[src/rtl/imsic_msi_receiver.sv]
// IMSIC interrupt-file MSI receiver: AXI-style write port, pending/enable, topei select.
// Optional macro IMSIC_BRESP_ERR_EN: address misses answer SLVERR instead of OKAY.
module imsic_msi_receiver #(
    parameter int          NR_INTP_IDS = 64,
    parameter logic [31:0] BASE_ADDR   = 32'h2400_0000,
    localparam int         IDW         = $clog2(NR_INTP_IDS)
) (
    input  logic                   i_clk,
    input  logic                   ni_rst,
    input  logic                   i_aw_valid,
    output logic                   o_aw_ready,
    input  logic [31:0]            i_aw_addr,
    input  logic                   i_w_valid,
    output logic                   o_w_ready,
    input  logic [31:0]            i_w_data,
    output logic                   o_b_valid,
    input  logic                   i_b_ready,
    output logic [1:0]             o_b_resp,
    input  logic [NR_INTP_IDS-1:0] i_eie,
    input  logic [IDW-1:0]         i_eithreshold,
    input  logic                   i_claim,
    output logic [IDW-1:0]         o_topei,
    output logic                   o_eip,
    output logic [NR_INTP_IDS-1:0] o_eip_pending
);

    typedef enum logic [1:0] {IDLE, GOT_AW, GOT_W, RESP} state_t;

    state_t                 state_q, state_d;
    logic                   aw_ready, w_ready, b_valid;
    logic                   aw_hs, w_hs, enter_resp, leave_resp;
    logic [31:0]            addr_q, data_q;
    logic [31:0]            eff_addr, eff_data;
    logic                   hit, in_range, set_en;
    logic [IDW-1:0]         set_idx;
    logic [1:0]             resp_q, resp_d;
    logic [NR_INTP_IDS-1:0] pending_q, pending_d;
    logic [IDW-1:0]         topei;
    logic                   unused_addr_bits;

    always_comb begin
        state_d  = state_q;
        aw_ready = 1'b0;
        w_ready  = 1'b0;
        b_valid  = 1'b0;
        unique case (state_q)
            IDLE: begin
                aw_ready = 1'b1;
                w_ready  = 1'b1;
                if (i_aw_valid && i_w_valid) state_d = RESP;
                else if (i_aw_valid)         state_d = GOT_AW;
                else if (i_w_valid)          state_d = GOT_W;
            end
            GOT_AW: begin
                w_ready = 1'b1;
                if (i_w_valid) state_d = RESP;
            end
            GOT_W: begin
                aw_ready = 1'b1;
                if (i_aw_valid) state_d = RESP;
            end
            RESP: begin
                b_valid = 1'b1;
                if (i_b_ready) state_d = IDLE;
            end
            default: state_d = IDLE;
        endcase
    end

    assign aw_hs      = i_aw_valid & aw_ready;
    assign w_hs       = i_w_valid & w_ready;
    assign enter_resp = (state_q != RESP) && (state_d == RESP);
    assign leave_resp = (state_q == RESP) && i_b_ready;

    // The completing beat is not yet in its register, so take it from the bus.
    assign eff_addr = aw_hs ? i_aw_addr : addr_q;
    assign eff_data = w_hs ? i_w_data : data_q;

    assign hit      = eff_addr[31:2] == BASE_ADDR[31:2];
    assign in_range = (eff_data != 32'd0) && (eff_data < 32'(NR_INTP_IDS));
    assign set_en   = enter_resp && hit && in_range;
    assign set_idx  = eff_data[IDW-1:0];

    assign unused_addr_bits = ^eff_addr[1:0];

`ifdef IMSIC_BRESP_ERR_EN
    assign resp_d = hit ? 2'b00 : 2'b10;
`else
    assign resp_d = 2'b00;
`endif

    always_comb begin
        topei = '0;
        for (int i = NR_INTP_IDS - 1; i > 0; i--) begin
            if (pending_q[i] && i_eie[i] &&
                (i_eithreshold == '0 || IDW'(i) < i_eithreshold))
                topei = IDW'(i);
        end
    end

    // Set after claim so a same-cycle set of the claimed identity wins.
    always_comb begin
        pending_d = pending_q;
        if (i_claim && topei != '0) pending_d[topei] = 1'b0;
        if (set_en) pending_d[set_idx] = 1'b1;
        pending_d[0] = 1'b0;
    end

    always_ff @(posedge i_clk or negedge ni_rst) begin
        if (!ni_rst) begin
            state_q   <= IDLE;
            pending_q <= '0;
            addr_q    <= '0;
            data_q    <= '0;
            resp_q    <= 2'b00;
        end else begin
            state_q   <= state_d;
            pending_q <= pending_d;
            if (leave_resp) begin
                addr_q <= '0;
                data_q <= '0;
            end else begin
                if (aw_hs) addr_q <= i_aw_addr;
                if (w_hs)  data_q <= i_w_data;
            end
            if (enter_resp) resp_q <= resp_d;
        end
    end

    assign o_aw_ready    = aw_ready;
    assign o_w_ready     = w_ready;
    assign o_b_valid     = b_valid;
    assign o_b_resp      = b_valid ? resp_q : 2'b00;
    assign o_topei       = topei;
    assign o_eip         = topei != '0;
    assign o_eip_pending = pending_q;

endmodule
[config.mk]
export PLATFORM = sky130hd
export DESIGN_NAME = imsic_msi_receiver
export DESIGN_NICKNAME = d
export VERILOG_FILES = /design/src/rtl/imsic_msi_receiver.sv
export SDC_FILE = /design/constraint.sdc
export NUM_CORES = 1
export LEC_CHECK = 0
export ABC_AREA = 0
export BUFFER_PORTS_ARGS = -buffer_cell sky130_fd_sc_hd__buf_2
export CAP_MARGIN = 20
export CORE_UTILIZATION = 58
export DETAILED_ROUTE_END_ITERATION = 6
export GPL_ROUTABILITY_DRIVEN = 0
export PLACE_DENSITY = 0.87
export SLEW_MARGIN = 20
export SYNTH_ARGS = -nofsm -noshare
export SYNTH_HDL_FRONTEND = slang
export SYNTH_SLANG_ARGS = --single-unit
[constraint.sdc]
create_clock -name i_clk -period 4.8 [get_ports i_clk]
set_input_delay 0 -clock i_clk [delete_from_list [all_inputs] [get_ports i_clk]]
set_output_delay 0 -clock i_clk [all_outputs]
set_load 0.05 [all_outputs]
After elaboration in Yosys (flattened, before gate mapping)
Cells that the tools add are included.
{"block": "word_totals", "ff_bits": 127, "in_bits": 140, "output_inout_bits": 76}
{"block": "classes", "muxes": 83, "eq_ne": 6, "reduce_logical": 204, "n_bitwise": 5, "order_cmp": 68}
{"op": "$mux W6", "n": 63}
{"op": "$lt A6 B6 Y1 const A", "n": 32}
{"op": "$logic_and A1 B1 Y1", "n": 135}
{"op": "$mux W32", "n": 4}
{"op": "$mux W64", "n": 2}
{"op": "$lt A5 B6 Y1 const A", "n": 16}
{"op": "$and A64 B64 Y64", "n": 1}
{"op": "$not A64 Y64", "n": 1}
{"op": "$or A64 B64 Y64", "n": 1}
{"op": "$logic_or A1 B1 Y1", "n": 63}
{"op": "$lt A4 B6 Y1 const A", "n": 8}
{"op": "$lt A32 B7 Y1 const B", "n": 1}
{"op": "$reduce_bool A32 Y1", "n": 1}
{"op": "$eq A30 B28 Y1 const B", "n": 1}
{"op": "$lt A3 B6 Y1 const A", "n": 4}
{"op": "$lt A6 B7 Y1 const B", "n": 2}
{"op": "$demux W1 S6", "n": 2}
{"op": "$ge A6 B1 Y1 const B", "n": 2}
{"op": "$lt A2 B6 Y1 const A", "n": 2}
{"op": "$mux W2", "n": 6}
{"op": "$pmux W2 S4", "n": 1}
{"op": "$eq A2 B2 Y1 const B", "n": 3}
{"op": "$logic_not A6 Y1", "n": 1}
{"op": "$lt A1 B6 Y1 const A", "n": 1}
{"op": "7 further kinds", "n": 13}

Longest topological paths before layout
Gate-level depths: netlist of the first run.
{"block": "logic_depth", "depth_word": 75, "mapped_depth": 14, "depth_no_buf": 11}

Least setup slack after synthesis of the first run
OpenSTA, ideal clock, no wires.
{"block": "synth_timing", "path_kind": "reg2out", "start": "reg pending_q[8] (netlist: o_eip_pending[8])", "end": "out o_eip", "path_slack_ns": 1.648, "t_arrival_ns": 3.152, "n_path_buf": 0, "required_time_ns": 4.800, "stages_incl_launch_ff": 9, "cell_sequence": "dfrtp_1 > and2_1 > o21ai_0 > a211o_1 > a2111oi_0 > nand2_1 > o21ai_4 > nand2_1 > a2111o_1"}
{"block": "synth_between", "elab_chain_len": 11}
{"item": "start, declared", "line": "37", "rtl": "logic [NR_INTP_IDS-1:0] pending_q, pending_d;"}
{"item": "start signal, assigned", "line": "118", "rtl": "pending_q <= pending_d;"}
{"item": "$logic_and A1 B1 Y1 (2 in series)", "line": "95", "rtl": "if (pending_q[i] && i_eie[i] &&"}
{"item": "$mux W6 (8 in series)", "line": "95"}
{"item": "named net o_topei[0]", "line": "22", "rtl": "output logic [IDW-1:0] o_topei,"}
{"item": "$reduce_bool A6 Y1", "line": "135", "rtl": "assign o_eip = topei != '0;"}
{"item": "end, declared", "line": "23", "rtl": "output logic o_eip,"}
The timed path passes the listed nets, and every way through them passes these cells.

Worst setup path in the final report of the first run
{"block": "layout_timing", "start": "in i_eithreshold[1]", "end": "out o_eip"}
{"block": "layout_between", "elab_chain_len": 67}
{"item": "start, declared", "line": "20", "rtl": "input logic [IDW-1:0] i_eithreshold,"}
{"item": "$lt A6 B6 Y1 or $logic_not A6 Y1 (tied branches)", "line": "96", "rtl": "(i_eithreshold == '0 || IDW'(i) < i_eithreshold))"}
{"item": "$logic_or A1 B1 Y1", "line": "96"}
{"item": "$logic_and A1 B1 Y1", "line": "95"}
{"item": "$mux W6 (62 in series)", "line": "95"}
{"item": "$mux W6 (*)", "line": "95"}
{"item": "$reduce_bool A6 Y1 (*)", "line": "135"}
Mark *: on every way between the ends. The rest lies on a longest branch, timed or not.

==> results of run 1 <==
placed cells by master (no fill, tap or decap), types with 6 or more instances in the layout:
cell type / count
buf_2: 208
inv_1: 13
o22ai_1: 11
nand2b_1: 11
o31ai_1: 12
o2111ai_1: 7
or3_1: 6
o21ai_0: 98
nor3_1: 21
buf_4: 7
dlygate4sd3_1: 64
o21ai_1: 46
a31oi_1: 10
nor4_1: 22
a21oi_1: 90
nand4_1: 9
and2_1: 11
or2_2: 9
nor2_1: 51
nand3_1: 23
dfrtp_1: 127
nand2_1: 227
o211ai_1: 6
a21o_1: 7
clkbuf_16: 17
sequential cells by signal, indices dropped and copies added (netlist names):
| register | count |
|---|---|
| addr_q | 30 |
| data_q | 32 |
| o_eip_pending | 63 |
| state_q | 2 |
cell families after synthesis:
logic type	Yosys count	share of synthesized area [%]
simple gates	441	27.3
compound gates	362	28.6
flops	127	39.7
buf+inv	62	3.75
mux	4	0.500
xor+xnor	1	0.109
other cells	1	0.0468
repair_timing:
item,CTS,global route
setup endpoints to repair,0,0
hold buffers,64,0
hold endpoints to repair,134,0
power by group through the flow:
stage / Clock, W / Combinational (W) / Sequential [W]
after floorplan: 0 / 0.000704 / 0.00142
after global placement: 0 / 0.000962 / 0.00143
after detailed placement: 0 / 0.000990 / 0.00144
after CTS: 0.00130 / 0.00104 / 0.00143
after global routing: 0.00135 / 0.00122 / 0.00148
final: 0.00130 / 0.00112 / 0.00146
layout make-up:
class | count | area [um2] | share of cell area (%)
Timing Repair Buffer | 279 | 1730 | 16.8
Clock buffer | 21 | 460 | 4.46
Inverter | 14 | 52.6 | 0.509
Multi-Input combinational cell | 811 | 4550 | 44.0
Tap cell | 176 | 220 | 2.13
Sequential cell | 127 | 3180 | 30.8
Clock inverter | 10 | 138 | 1.33
layer usage:
layer	up-vias	global-route usage, %	share of wire [%]
met5	-	0	0
met4	0	25.4	6.2
met3	176	11.2	13
met2	851	70.0	46
met1	4477	53.0	34
li1	4180	-	-
metrics by stage:
step           cells  hold WS, ns  utilization [%]  cell area [um2]  setup WS, ns
2_1_floorplan   1000       -0.296                -             8010          1.65
4_1_cts         1438       0.0295             77.4            10300          1.40
6_report        1438       0.0466             77.4            10300          1.22
5_1_grt         1438       0.0901             77.4            10300          1.11
3_5_place_dp    1343        0.175             68.1             9090          1.40
3_3_place_gp    1343        0.170             68.1             9090          1.45
worst min-delay path, cell delays in order:
cell	delay [ns]
buf_2	0.10
mux2i_1	0.15
nor2_1	0.15
final timing paths:
kind	slack, ns	to	cells after the start
worst min register to register	0.52	data_q[10]	2
worst min-delay path	0.05	data_q[0]	3
max in group asynchronous	3.27	data_q[1]	3
worst max register to register	1.55	o_eip_pending[16]	8
worst max-delay path	1.22	o_eip	12
min in group asynchronous	0.26	data_q[17]	2
==> impl_metrics.json, run 1 <==
{
  "cts_sinks": 127,
  "routedWlPerCell_um": 21.3,
  "portBuffers": 209,
  "drt_pass1_iterations": 6,
  "start_kind": "primary input",
  "syn_area_um2": 8010,
  "clockPowerShare_pct": 33.6,
  "max_freq_ghz": 0.279,
  "core.rowCount": 42,
  "crit_start": "i_eithreshold[1]",
  "vias": 9684,
  "drt_iter0_drc": 1547,
  "r2r_start": "state_q[1]",
  "cts_made_buffers": 17,
  "grt_start_max_net_pins": 73,
  "clk_latency_ns": 0.41,
  "cts_buffer_depth": 2,
  "yosysTopAreaCell": "dfrtp_1",
  "synth.area.top_cells": "dfrtp_1, nand2_1, o21ai_0, a21oi_1, o21ai_1",
  "synth_edf_count": 0,
  "antennaDiodeCount": 0,
  "slew_viol_final": 0,
  "fin_crit_sh_pct": 74.6,
  "drc": 0,
  "cts_setup_buffers": 0,
  "crit_type": "in -> out",
  "dieArea_um2": 14300,
  "fin_crit_ns": 3.58,
  "p_int_w": 0.00250,
  "crit_path_end_kind": "primary output",
  "worstHoldStart": "i_w_data[0]",
  "p_leak_nw": 4.70,
  "drive_above_1_share_pct": 23.4,
  "p_sw_w": 0.00138,
  "slew-limit-headroom_pct": 38.8,
  "status": "finished, final reports clean",
  "p_seq_share_pct": 37.6,
  "syn_inst": 998,
  "crit_arrival_ns": 3.58,
  "setup_violations": 0,
  "grt_pass1_vias": 9266,
  "powerDensity_nw_per_um2": 376,
  "antenna_found_initial": 0,
  "start_util_pct": 60.0,
  "critPathTopFamily": "compound AO/OA/AOI/OAI gates",
  "area_growth_syn_to_layout_pct": 29.0,
  "grtUsageTotal_pct": 43.5,
  "core_um2": 13300,
  "dpl.hpwl_mm": 20.2,
  "yosysSeqAreaShare_pct": 39.7,
  "clk_pin_slew_worst_paths_ns": 0.05,
  "nNetsFinal": 1390,
  "cpPeakStageDelay_ns": 0.61,
  "critical_path_peak_fanout": 28,
  "synthTopCellsByCount": "nand2_1, dfrtp_1, o21ai_0",
  "synth.distinct_cells": 97,
  "fillers": 883,
  "ir_drop_mv": 0.442,
  "worstMarginPinSlew_ns": 0.919,
  "share_comb_of_total_power_pct": 28.8,
  "max-cap-violations": 0,
  "synth_top_area_share_pct": 39.7,
  "fp.dieW_um": 119,
  "cts.repair.resized": 0,
  "viasPerCell": 6.73,
  "sw_frac_of_total_pct": 35.7,
  "ys_warn_count": 0,
  "htreeDepth": 4,
  "yosysMostFrequentCell": "nand2_1",
  "die_y_um": 119,
  "timing.critical_path.cells": "buf_2 -> nor4_4 -> a2bb2oi_1 -> a311oi_1 -> nor2_1 -> and4b_1 -> o31a_1 -> o31a_1 -> o21ai_4 -> nand2_1 -> a2111o_1 -> buf_2",
  "critPathSlowestCell": "a311oi_1",
  "fin_skew_ns": 0.00790,
  "cts_tree": "built",
  "tns_ns": 0,
  "ys.flop_type": "dfrtp_1",
  "clockRootBuffer": "clkbuf_16",
  "ys_ff_latch": 127,
  "critical_path.n_buffers_inverters": 2,
  "grt_pass1_wl_mm": 48.2,
  "final_hold_viol_count": 0,
  "io_pins": 216,
  "power_w": 0.00388,
  "rsz0062_at_grt": "no",
  "ant_nets": 0,
  "async_reset_ff_share_pct": 100,
  "avgSynthCellArea_um2": 8.02,
  "wl_mm": 30.6,
  "min_path_type": "in -> reg",
  "overflow": 0,
  "cp.required_ns": 4.80
}
Note: power is estimated with default switching activity, not from simulation.
==> run 2, diff against run 1 <==
--- a/config.mk
+++ b/config.mk
@@ -8,10 +8,10 @@
 export ABC_AREA = 0
 export BUFFER_PORTS_ARGS = -buffer_cell sky130_fd_sc_hd__buf_2
 export CAP_MARGIN = 20
-export CORE_UTILIZATION = 58
+export CORE_UTILIZATION = 54
 export DETAILED_ROUTE_END_ITERATION = 6
 export GPL_ROUTABILITY_DRIVEN = 0
-export PLACE_DENSITY = 0.87
+export PLACE_DENSITY = 0.82
 export SLEW_MARGIN = 20
 export SYNTH_ARGS = -nofsm -noshare
 export SYNTH_HDL_FRONTEND = slang
==> constraint.sdc (replaced) <==
create_clock -name i_clk -period 3.7 [get_ports i_clk]
set_input_delay 0 -clock i_clk [delete_from_list [all_inputs] [get_ports i_clk]]
set_output_delay 0 -clock i_clk [all_outputs]
set_load 0.05 [all_outputs]
==> impl_metrics.json, run 2 (synthesized netlist as in run 1, its figures left out) <==
{
  "dpl.hpwl_mm": 20.7,
  "status": "complete, but fails checks",
  "clk_pin_slew_worst_paths_ns": 0.06,
  "cts_setup_buffers": 0,
  "largest_reg_flops": 63,
  "start_kind": "primary input",
  "vias": 9535,
  "cts_buffer_depth": 2,
  "cts_tree": "built",
  "hold_slack_ns": 0.116,
  "final_hold_viol_count": 0,
  "slew-limit-headroom_pct": 35.2,
  "min_path_type": "in -> reg",
  "cts.repair.resized": 0,
  "timing.critical_path.cells": "buf_2 -> nand2_1 -> a311oi_1 -> nor2_1 -> and4b_1 -> o31a_1 -> o31a_1 -> o21ai_4 -> nand2_1 -> a2111o_1 -> buf_2",
  "power_w": 0.00497,
  "wl_mm": 30.2,
  "ir_drop_mv": 0.463,
  "worstMarginPinSlew_ns": 0.971,
  "drt_iter0_drc": 1258,
  "nNetsFinal": 1396,
  "critical_path_peak_fanout": 28,
  "io_pins": 216,
  "core.rowCount": 44,
  "final_cell_mix": "nand2_1, buf_2, dfrtp_1",
  "fillers": 1092,
  "max_freq_ghz": 0.292,
  "drc": 8,
  "ant_nets": 0,
  "final_common_cell": "nand2_1",
  "portBuffers": 209,
  "routedWlPerCell_um": 20.8,
  "crit_path_end_kind": "primary output",
  "grt_start_max_net_pins": 78,
  "dieArea_um2": 15300,
  "cts_made_buffers": 17,
  "core_um2": 14500,
  "clk_latency_ns": 0.41,
  "grtUsageTotal_pct": 39.4,
  "antenna_found_initial": 1,
  "violations": "design-rule violations",
  "fin_crit_sh_pct": 92.6,
  "crit_type": "in -> out",
  "viasPerCell": 6.56,
  "cts_sinks": 127,
  "slew_viol_final": 0,
  "fin_skew_ns": 0.0115,
  "drive_above_1_share_pct": 23.8,
  "tns_ns": 0,
  "powerDensity_nw_per_um2": 478,
  "p_leak_nw": 4.75,
  "crit_arrival_ns": 3.43,
  "drt_pass1_iterations": 7,
  "rsz0062_at_grt": "no",
  "clockRootBuffer": "clkbuf_16",
  "start_util_pct": 55.3,
  "fp.dieW_um": 124,
  "cpPeakStageDelay_ns": 0.68,
  "die_y_um": 124,
  "setup_violations": 0,
  "critPathSlowestCell": "a311oi_1",
  "htreeDepth": 4,
  "area_growth_syn_to_layout_pct": 29.8,
  "postCtsHoldBufs": 65,
  "grt_pass1_wl_mm": 45.2,
  "max-cap-violations": 0,
  "fin_crit_ns": 3.43,
  "overflow": 0,
  "cp.required_ns": 3.70,
  "grt_pass1_vias": 8777
}
-- run 2: path summary, 6_finish.rpt --
path / startpoint / end / slack (ns) / depth (start not counted)
worst max register to register: state_q[1] / o_eip_pending[22] / 0.46 / 8
min in group asynchronous: ni_rst / data_q[25] / 0.34 / 2
worst min register to register: addr_q[5] / addr_q[5] / 0.52 / 2
max in group asynchronous: ni_rst / o_eip_pending[47] / 2.44 / 3
worst max-delay path: i_eithreshold[1] / o_eip / 0.27 / 11
worst min-delay path: i_claim / o_eip_pending[1] / 0.12 / 6
-- run 2: area by class of cell --
class,count,area [um2],area share [%]
timing repair buffer,285,1780,17.1
tap,184,230,2.22
sequential,127,3180,30.6
multi-input combinational,811,4540,43.7
antenna,1,2.50,0.0241
clock buffer,23,498,4.79
inverter,14,52.6,0.506
clock inverter,9,106,1.02
-- run 2: routing by layer --
layer	track usage (%)	wire length, um	up-vias
met5	0	0	-
met4	21.2	1650	0
met2	65.7	14400	746
met3	10.6	3570	144
li1	-	-	4193
met1	46.1	10500	4452
-- run 2: worst max-delay path, delay by kind of cell --
kind            cells  cell delay [ns]
buf+inv             2             0.65
compound gates      5             1.84
simple gates        4             0.91
-- run 2: power breakdown --
| group | internal (W) | switching [W] | leakage, nW |
|---|---|---|---|
| sequential | 0.00168 | 0.000186 | 1.72 |
| combinational | 0.000476 | 0.000944 | 2.74 |
| clock | 0.00108 | 0.000606 | 0.291 |
-- run 2: per-stage QoR --
stage / utilization, % / area (um2) / worst slack (ns) / instances
2_1_floorplan: - / 8010 / 0.548 / 1000
3_3_place_gp: 63.1 / 9130 / 0.408 / 1356
3_5_place_dp: 63.1 / 9130 / 0.337 / 1356
4_1_cts: 71.8 / 10400 / 0.390 / 1453
5_1_grt: 71.8 / 10400 / 0.0999 / 1454
6_report: 71.8 / 10400 / 0.274 / 1454
